**src/rtl/cdb_pkg.sv**
```systemverilog
// Shared types and constants for the CDB arbiter slice.
package cdb_pkg;

  localparam int unsigned PHY_REG_W_DEF = 7;
  localparam int unsigned VAL_W_DEF     = 32;
  localparam int unsigned TAG_W_DEF     = 6;

  // One buffered FU result / one CDB broadcast payload.
  typedef struct packed {
    logic [PHY_REG_W_DEF-1:0] phy_reg;
    logic [VAL_W_DEF-1:0]     val;
    logic [TAG_W_DEF-1:0]     tag;
    logic                     reg_wb;
  } cdb_entry_t;

  localparam cdb_entry_t CDB_NOP_ENTRY = '0;

  // Index width that stays at least one bit when there is a single requester.
  function automatic int unsigned idx_w(input int unsigned n);
    return (n > 1) ? $clog2(n) : 1;
  endfunction

endpackage

```
**src/rtl/cdb_arbiter_if.sv**
```systemverilog
// FU-result and CDB broadcast signals between the execute stage and the arbiter.
interface cdb_arbiter_if #(
  parameter int unsigned NUM_REQ   = 4,
  parameter int unsigned PHY_REG_W = cdb_pkg::PHY_REG_W_DEF,
  parameter int unsigned VAL_W     = cdb_pkg::VAL_W_DEF,
  parameter int unsigned TAG_W     = cdb_pkg::TAG_W_DEF
);
  localparam int unsigned IDX_W = cdb_pkg::idx_w(NUM_REQ);

  logic                           flush;
  logic [NUM_REQ-1:0]             fu_valid;
  logic [NUM_REQ-1:0]             fu_ready;
  logic [NUM_REQ*PHY_REG_W-1:0]   fu_phy_reg;
  logic [NUM_REQ*VAL_W-1:0]       fu_val;
  logic [NUM_REQ*TAG_W-1:0]       fu_tag;
  logic [NUM_REQ-1:0]             fu_reg_wb;
  logic                           cdb_valid;
  logic [PHY_REG_W-1:0]           cdb_register_addr;
  logic [VAL_W-1:0]               cdb_register_val;
  logic [TAG_W-1:0]               cdb_inst_tag;
  logic                           cdb_reg_wb;
  logic [IDX_W-1:0]               grant_id;

  // Execute-stage / pipeline-control side.
  modport master (
    output flush, fu_valid, fu_phy_reg, fu_val, fu_tag, fu_reg_wb,
    input  fu_ready, cdb_valid, cdb_register_addr, cdb_register_val,
           cdb_inst_tag, cdb_reg_wb, grant_id
  );

  // Arbiter side.
  modport slave (
    input  flush, fu_valid, fu_phy_reg, fu_val, fu_tag, fu_reg_wb,
    output fu_ready, cdb_valid, cdb_register_addr, cdb_register_val,
           cdb_inst_tag, cdb_reg_wb, grant_id
  );
endinterface

```
**src/rtl/cdb_arbiter_rr_arbiter.sv**
```systemverilog
// Round-robin arbiter: first request at or above rr_ptr, wrapping.
module rr_arbiter
  import cdb_pkg::*;
#(
  parameter  int unsigned N  = 4,
  localparam int unsigned IW = idx_w(N)
) (
  input  logic          clk,
  input  logic          reset,
  input  logic [N-1:0]  req,
  input  logic          advance,
  output logic [N-1:0]  grant,
  output logic [IW-1:0] grant_idx
);

  logic [IW-1:0] rr_ptr_q, rr_ptr_d;
  logic          found;
  int unsigned   idx;

  // Search from rr_ptr upward; grant only when allowed to advance.
  always_comb begin
    grant     = '0;
    grant_idx = '0;
    found     = 1'b0;
    idx       = 0;
    rr_ptr_d  = rr_ptr_q;
    for (int unsigned off = 0; off < N; off++) begin
      idx = (32'(rr_ptr_q) + off) % N;
      if (!found && req[IW'(idx)]) begin
        found     = 1'b1;
        grant_idx = IW'(idx);
      end
    end
    if (found && advance) begin
      grant[grant_idx] = 1'b1;
      rr_ptr_d         = IW'((32'(grant_idx) + 1) % N);
    end
  end

  // Pointer register.
  always_ff @(posedge clk or negedge reset) begin
    if (!reset) rr_ptr_q <= '0;
    else        rr_ptr_q <= rr_ptr_d;
  end

endmodule

```
**src/rtl/cdb_arbiter.sv**
```systemverilog
// Per-FU one-entry holding buffers, round-robin grant, registered CDB broadcast.
module cdb_arbiter
  import cdb_pkg::*;
#(
  parameter int unsigned NUM_REQ   = 4,
  parameter int unsigned PHY_REG_W = PHY_REG_W_DEF,
  parameter int unsigned VAL_W     = VAL_W_DEF,
  parameter int unsigned TAG_W     = TAG_W_DEF
) (
  input  logic         clk,
  input  logic         reset,
  cdb_arbiter_if.slave bus
);

  localparam int unsigned IW = idx_w(NUM_REQ);

  cdb_entry_t         buf_q [NUM_REQ];
  cdb_entry_t         buf_d [NUM_REQ];
  logic [NUM_REQ-1:0] buf_valid_q, buf_valid_d;
  logic [NUM_REQ-1:0] grant;
  logic [NUM_REQ-1:0] capture;
  logic [IW-1:0]      grant_idx;

  cdb_entry_t         cdb_q, cdb_d;
  logic               cdb_valid_q, cdb_valid_d;
  logic [IW-1:0]      grant_id_q, grant_id_d;

  rr_arbiter #(.N(NUM_REQ)) u_rr (
    .clk       (clk),
    .reset     (reset),
    .req       (buf_valid_q),
    .advance   (~bus.flush),
    .grant     (grant),
    .grant_idx (grant_idx)
  );

  // A buffer accepts when empty or being drained this cycle; never during flush.
  assign bus.fu_ready = ~{NUM_REQ{bus.flush}} & (~buf_valid_q | grant);
  assign capture      = bus.fu_valid & bus.fu_ready;

  // Holding-buffer next state: flush clears, capture refills, grant drains.
  always_comb begin
    buf_d       = buf_q;
    buf_valid_d = buf_valid_q;
    for (int i = 0; i < int'(NUM_REQ); i++) begin
      if (bus.flush) begin
        buf_valid_d[i] = 1'b0;
      end else if (capture[i]) begin
        buf_valid_d[i] = 1'b1;
        buf_d[i] = '{phy_reg: PHY_REG_W_DEF'(bus.fu_phy_reg[i*PHY_REG_W +: PHY_REG_W]),
                     val:     VAL_W_DEF'(bus.fu_val[i*VAL_W +: VAL_W]),
                     tag:     TAG_W_DEF'(bus.fu_tag[i*TAG_W +: TAG_W]),
                     reg_wb:  bus.fu_reg_wb[i]};
      end else if (grant[i]) begin
        buf_valid_d[i] = 1'b0;
      end
    end
  end

  // Broadcast register: load the granted entry, otherwise hold data and drop valid.
  always_comb begin
    cdb_valid_d = |grant;
    cdb_d       = cdb_q;
    grant_id_d  = grant_id_q;
    if (|grant) begin
      cdb_d      = buf_q[grant_idx];
      grant_id_d = grant_idx;
    end
  end

  // State registers.
  always_ff @(posedge clk or negedge reset) begin
    if (!reset) begin
      for (int i = 0; i < int'(NUM_REQ); i++) buf_q[i] <= CDB_NOP_ENTRY;
      buf_valid_q <= '0;
      cdb_q       <= CDB_NOP_ENTRY;
      cdb_valid_q <= 1'b0;
      grant_id_q  <= '0;
    end else begin
      for (int i = 0; i < int'(NUM_REQ); i++) buf_q[i] <= buf_d[i];
      buf_valid_q <= buf_valid_d;
      cdb_q       <= cdb_d;
      cdb_valid_q <= cdb_valid_d;
      grant_id_q  <= grant_id_d;
    end
  end

  assign bus.cdb_valid         = cdb_valid_q;
  assign bus.cdb_register_addr = PHY_REG_W'(cdb_q.phy_reg);
  assign bus.cdb_register_val  = VAL_W'(cdb_q.val);
  assign bus.cdb_inst_tag      = TAG_W'(cdb_q.tag);
  assign bus.cdb_reg_wb        = cdb_q.reg_wb;
  assign bus.grant_id          = grant_id_q;

endmodule
```
**src/flat_wrapper.sv**
```systemverilog
// flat-port wrapper written by rule: the top's interface ports become plain ports
module cdb_arbiter_flat import cdb_pkg::*;
#(
  parameter int unsigned NUM_REQ   = 4,
  parameter int unsigned PHY_REG_W = PHY_REG_W_DEF,
  parameter int unsigned VAL_W     = VAL_W_DEF,
  parameter int unsigned TAG_W     = TAG_W_DEF
)
  (clk, reset, bus_flush, bus_fu_valid, bus_fu_phy_reg, bus_fu_val, bus_fu_tag, bus_fu_reg_wb, bus_fu_ready, bus_cdb_valid, bus_cdb_register_addr, bus_cdb_register_val, bus_cdb_inst_tag, bus_cdb_reg_wb, bus_grant_id);
  cdb_arbiter_if #(.NUM_REQ(NUM_REQ), .PHY_REG_W(PHY_REG_W), .VAL_W(VAL_W), .TAG_W(TAG_W)) bus_i ();
  input  logic clk;
  input  logic reset;
  input wire logic [$bits(bus_i.flush)-1:0] bus_flush;
  input wire logic [$bits(bus_i.fu_valid)-1:0] bus_fu_valid;
  input wire logic [$bits(bus_i.fu_phy_reg)-1:0] bus_fu_phy_reg;
  input wire logic [$bits(bus_i.fu_val)-1:0] bus_fu_val;
  input wire logic [$bits(bus_i.fu_tag)-1:0] bus_fu_tag;
  input wire logic [$bits(bus_i.fu_reg_wb)-1:0] bus_fu_reg_wb;
  output wire logic [$bits(bus_i.fu_ready)-1:0] bus_fu_ready;
  output wire logic [$bits(bus_i.cdb_valid)-1:0] bus_cdb_valid;
  output wire logic [$bits(bus_i.cdb_register_addr)-1:0] bus_cdb_register_addr;
  output wire logic [$bits(bus_i.cdb_register_val)-1:0] bus_cdb_register_val;
  output wire logic [$bits(bus_i.cdb_inst_tag)-1:0] bus_cdb_inst_tag;
  output wire logic [$bits(bus_i.cdb_reg_wb)-1:0] bus_cdb_reg_wb;
  output wire logic [$bits(bus_i.grant_id)-1:0] bus_grant_id;
  assign bus_i.flush = bus_flush;
  assign bus_i.fu_valid = bus_fu_valid;
  assign bus_i.fu_phy_reg = bus_fu_phy_reg;
  assign bus_i.fu_val = bus_fu_val;
  assign bus_i.fu_tag = bus_fu_tag;
  assign bus_i.fu_reg_wb = bus_fu_reg_wb;
  assign bus_fu_ready = bus_i.fu_ready;
  assign bus_cdb_valid = bus_i.cdb_valid;
  assign bus_cdb_register_addr = bus_i.cdb_register_addr;
  assign bus_cdb_register_val = bus_i.cdb_register_val;
  assign bus_cdb_inst_tag = bus_i.cdb_inst_tag;
  assign bus_cdb_reg_wb = bus_i.cdb_reg_wb;
  assign bus_grant_id = bus_i.grant_id;
  cdb_arbiter #(.NUM_REQ(NUM_REQ), .PHY_REG_W(PHY_REG_W), .VAL_W(VAL_W), .TAG_W(TAG_W)) u_core (.clk(clk), .reset(reset), .bus(bus_i));
endmodule
```
**config.mk**
```make
export PLATFORM = sky130hd
export DESIGN_NAME = cdb_arbiter_flat
export DESIGN_NICKNAME = d
export VERILOG_FILES = /design/src/rtl/cdb_pkg.sv /design/src/rtl/cdb_arbiter_if.sv /design/src/rtl/cdb_arbiter_rr_arbiter.sv /design/src/rtl/cdb_arbiter.sv /design/src/flat_wrapper.sv
export SDC_FILE = /design/constraint.sdc
export NUM_CORES = 1
export LEC_CHECK = 0
export CAP_MARGIN = 20
export CORE_ASPECT_RATIO = 1.75
export CORE_UTILIZATION = 35
export DETAILED_ROUTE_END_ITERATION = 8
export GPL_ROUTABILITY_DRIVEN = 0
export SYNTH_ARGS = -nofsm -noshare
export SYNTH_HDL_FRONTEND = slang
export SYNTH_HIERARCHICAL = 1
export SYNTH_SLANG_ARGS = --single-unit
```
**constraint.sdc**
```tcl
create_clock -name clk -period 2.95 [get_ports clk]
set_input_delay 0.295 -clock clk [delete_from_list [all_inputs] [get_ports clk]]
set_output_delay 0.295 -clock clk [all_outputs]
set_load 0.02 [all_outputs]
```
==> impl_metrics.csv <==
group,metric,value,unit
cells_and_area,layout.filler_cells,2523,
global_route,via_count_of_the_first_global_routing_pass,7162,
yosys,synth.area.top_cells,"sky130_fd_sc_hd__dfrtp_1, sky130_fd_sc_hd__mux2_2, sky130_fd_sc_hd__mux4_2",
detailed_routing,postRouteAntennaNets,0,
timing,timing.hold.ws,377.9,ps
detailed_routing,detail_route.iter0.violations,161,
worst_setup_path,cp_cell_sequence,"nor4_1, a21oi_1, and3_4, ha_1, and2_1, nor2b_2, nor2_1, dlygate4sd2_1",
clock_tree,number_of_buffers_created_by_cts,24,
detailed_routing,route.detailed.vias_per_inst,4.920,
floorplanning,start_util,0.3561,
detailed_routing,avgRoutedWirePerCell,21.05,um
min_path,timing.hold.worst.class,"in -> reg",
clock_tree,root_buffer,"sky130_fd_sc_hd__clkbuf_16",
worst_setup_path,worst_ep_arrival_time,2580,ps
global_route,initial_antenna_violation_count,4,
timing,fmaxAchievable,348.4,MHz
detailed_routing,drt-pass1-iter-count,4,
floorplanning,floorplan.core_area,28730,um2
timing,skew,9.388,ps
clock_tree,worst_setup_hold_path_clk_slew,60,ps
clock_tree,htree_levels,1,
timing,grt_setup_unrepaired,"no",
floorplanning,ioPinCount,244,
worst_setup_path,crit_path_start_kind,"register",
clock_tree,insertion_delay,520,ps
worst_setup_path,setup.worst_path.end_class,"output port",
yosys,avgSynthCellArea,16.93,um2
cells_and_area,post_layout_util,0.4862,
yosys,post-synth-top-area-fraction,0.5847,
yosys,synthDistinctLibCells,30,
timing,final_min_period_over_clock_period,0.9729,
yosys,post_synth_instance_area,10230,um2
global_route,track_usage,0.1846,
placed_design,place.port_buffers,243,
placed_design,placedCellCount,1208,
placed_design,post-dp-hpwl,18330,um
clock_tree,clock_sinks,239,
floorplanning,total_die_area,29940,um2
cells_and_area,postLayoutCellArea,13970,um2
placed_design,dpl_cell_area,13180,um2
clock_tree,clock_tree_from_tritoncts,"done",
cells_and_area,layout-drive-gt1-share,0.3977,
flow_run,number_of_max_capacitance_violations_reported,0,
floorplanning,floorplan.die.height,228.1,um
timing,fin_setup_tns,0,ps
worst_setup_path,criticalPathCategory,"reg -> out",
yosys,postSynthRegisterBits,239,
worst_setup_path,timing.critical_path.slowest_stage_cell,"sky130_fd_sc_hd__dfrtp_1",
timing,setup_viol_count_final,0,
cells_and_area,fin_nets,1053,
timing,min_period,2870,ps
yosys,yosysWarningCount,6,
yosys,synth-seq-area-share,0.5847,
power_and_ir_drop,total_leakage_power,5.621,nW
floorplanning,rows,82,
timing,report.final.slew_viol_count,0,
yosys,post_synth_inst_count,604,
worst_setup_path,critPathMaxStageDelay,470,ps
clock_tree,cts-root-to-sink-buffers,3,
global_route,globalRouteOverflowTotal,0,
timing,hold_viol_final,0,
detailed_routing,finalWirelength,26420,um
run_status,outcome,"completed",
worst_setup_path,cp_max_fanout,7,
detailed_routing,via_count,6175,
cells_and_area,synthToLayoutAreaGrowth,36.56,%
timing,tightestPinTransition,694.1,ps
timing,slew-limit-headroom,0.5373,
yosys,synth_nets,799,
yosys,yosysTopAreaCell,"sky130_fd_sc_hd__dfrtp_1",
global_route,grt_max_degree,88,
power_and_ir_drop,vdd_ir_drop_max,492.6,uV
global_route,grt_first_pass_wirelength,41590,um
floorplanning,die-width,131.2,um
detailed_routing,route.detailed.drc,0,
worst_setup_path,timing.critical_path.required,2650,ps
power_and_ir_drop,cellPowerDensity,835.0,nW/um2
cells_and_area,layout.cells.non_filler,1255,
## cell usage in the layout, fill, tap and decap left out, types with 6 or more instances in the layout
| cell | instances |
|---|---|
| sky130_fd_sc_hd__mux4_2 | 46 |
| sky130_fd_sc_hd__clkdlybuf4s50_1 | 238 |
| sky130_fd_sc_hd__clkbuf_16 | 25 |
| sky130_fd_sc_hd__buf_4 | 11 |
| sky130_fd_sc_hd__mux2_2 | 232 |
| sky130_fd_sc_hd__nor2_1 | 14 |
| sky130_fd_sc_hd__clkbuf_1 | 8 |
| sky130_fd_sc_hd__clkbuf_8 | 6 |
| sky130_fd_sc_hd__dfrtp_1 | 237 |
| sky130_fd_sc_hd__buf_12 | 9 |
## cells by family after synthesis
kind of cell               Yosys count  share of synthesized area
muxes                              280                     0.3591
buffers and inverters               38                    0.02642
DFF                                239                     0.5847
AOI/OAI and AO/OA                    7                   0.005504
and+or+nand+nor                     36                    0.01933
adders and majority gates            4                   0.004893
## per-stage QoR
step	setup slack, ps	power (W)
after global placement	263.0	0.008763
after global routing	0.6057	0.01231
after detailed placement	189.9	0.008839
final	79.98	0.01166
after floorplan	484.2	0.007164
after CTS	27.78	0.01187
## repair_timing
| action | in CTS | in global routing |
|---|---|---|
| gates resized for setup | 8 | 5 |
| hold buffers | 1 | 0 |
| setup endpoints to repair | 4 | 6 |
| hold endpoints to repair | 83 | 0 |
| setup buffers | 0 | 1 |
## registers in the layout, indices dropped and copies added, names as in the netlist
signal	flops
u_core/bus.cdb_register_addr	7
u_core/bus.cdb_inst_tag	6
u_core/bus.cdb_register_val	32
u_core/buf_q	184
u_core/bus.grant_id	2
u_core/bus.cdb_reg_wb	1
u_core/u_rr/rr_ptr_q	2
u_core/bus.cdb_valid	1
u_core/buf_valid_q	4
## layout make-up
type                    instances  area, um2  area share
inverters                       2      7.507   0.0005374
diodes                          2      5.005   0.0003583
well taps                     378      473.0     0.03386
flip-flops and latches        239       5983      0.4283
multi-input cells             327       4036      0.2890
repair buffers                264       2703      0.1935
clock inverters                 4      22.52    0.001612
clock buffers                  39      738.2     0.05285
## critical path: cells and delay by family, from the launching register on
family,cells,cell delay (ps)
adder cells (fa/ha/maj),1,190
buffers and inverters,1,320
AND/OR/NAND/NOR,5,980
flip-flops,1,470
AO/OA/AOI/OAI,1,90
## routing by layer
layer / global-route usage / vias to the layer above / routed length, um
met1: 0.1989 / 3217 / 9656
met2: 0.3539 / 169 / 14790
met5: 0 / - / 31
met3: 0.02933 / 49 / 1144
li1: - / 2736 / -
met4: 0.07243 / 4 / 801
## Yosys cell counts, drive strengths merged
library cell and instances:
o21ai 1, nor3b 4, dfrtp 239, mux2 233
a221oi 1, inv 2, nand2b 2, and3 1
mux4 46, a41oi 1, nand3 1, ha 4
a221o 1, buf 35, nor2 14, a21oi 1
nor4 2, nor2b 4, and2 4, a21o 1
o41a 1, nand2 2, nand3b 2, mux2i 1
clkbuf 1
## report_power, final
part,total (W),switching (W),internal (W)
registers,0.00475,0.000534,0.00422
logic,0.00396,0.00160,0.00236
clock network,0.00295,0.00125,0.00170
total,0.0117,0.00338,0.00828
## final timing paths
check | startpoint | endpoint | slack [ps] | cells past startpoint
worst min-delay path | bus_fu_val[21] | u_core/buf_q[166] | 380 | 2
worst max-delay path | u_core/buf_valid_q[0] | bus_fu_ready[1] | 80 | 8
max in group asynchronous | reset | u_core/buf_q[170] | 1790 | 3
worst max register to register | u_core/buf_valid_q[0] | u_core/buf_q[171] | 180 | 10
min in group asynchronous | reset | u_core/buf_q[51] | 390 | 2
worst min register to register | u_core/buf_q[72] | u_core/buf_q[72] | 500 | 1
Power figures use the tool's default switching activity.
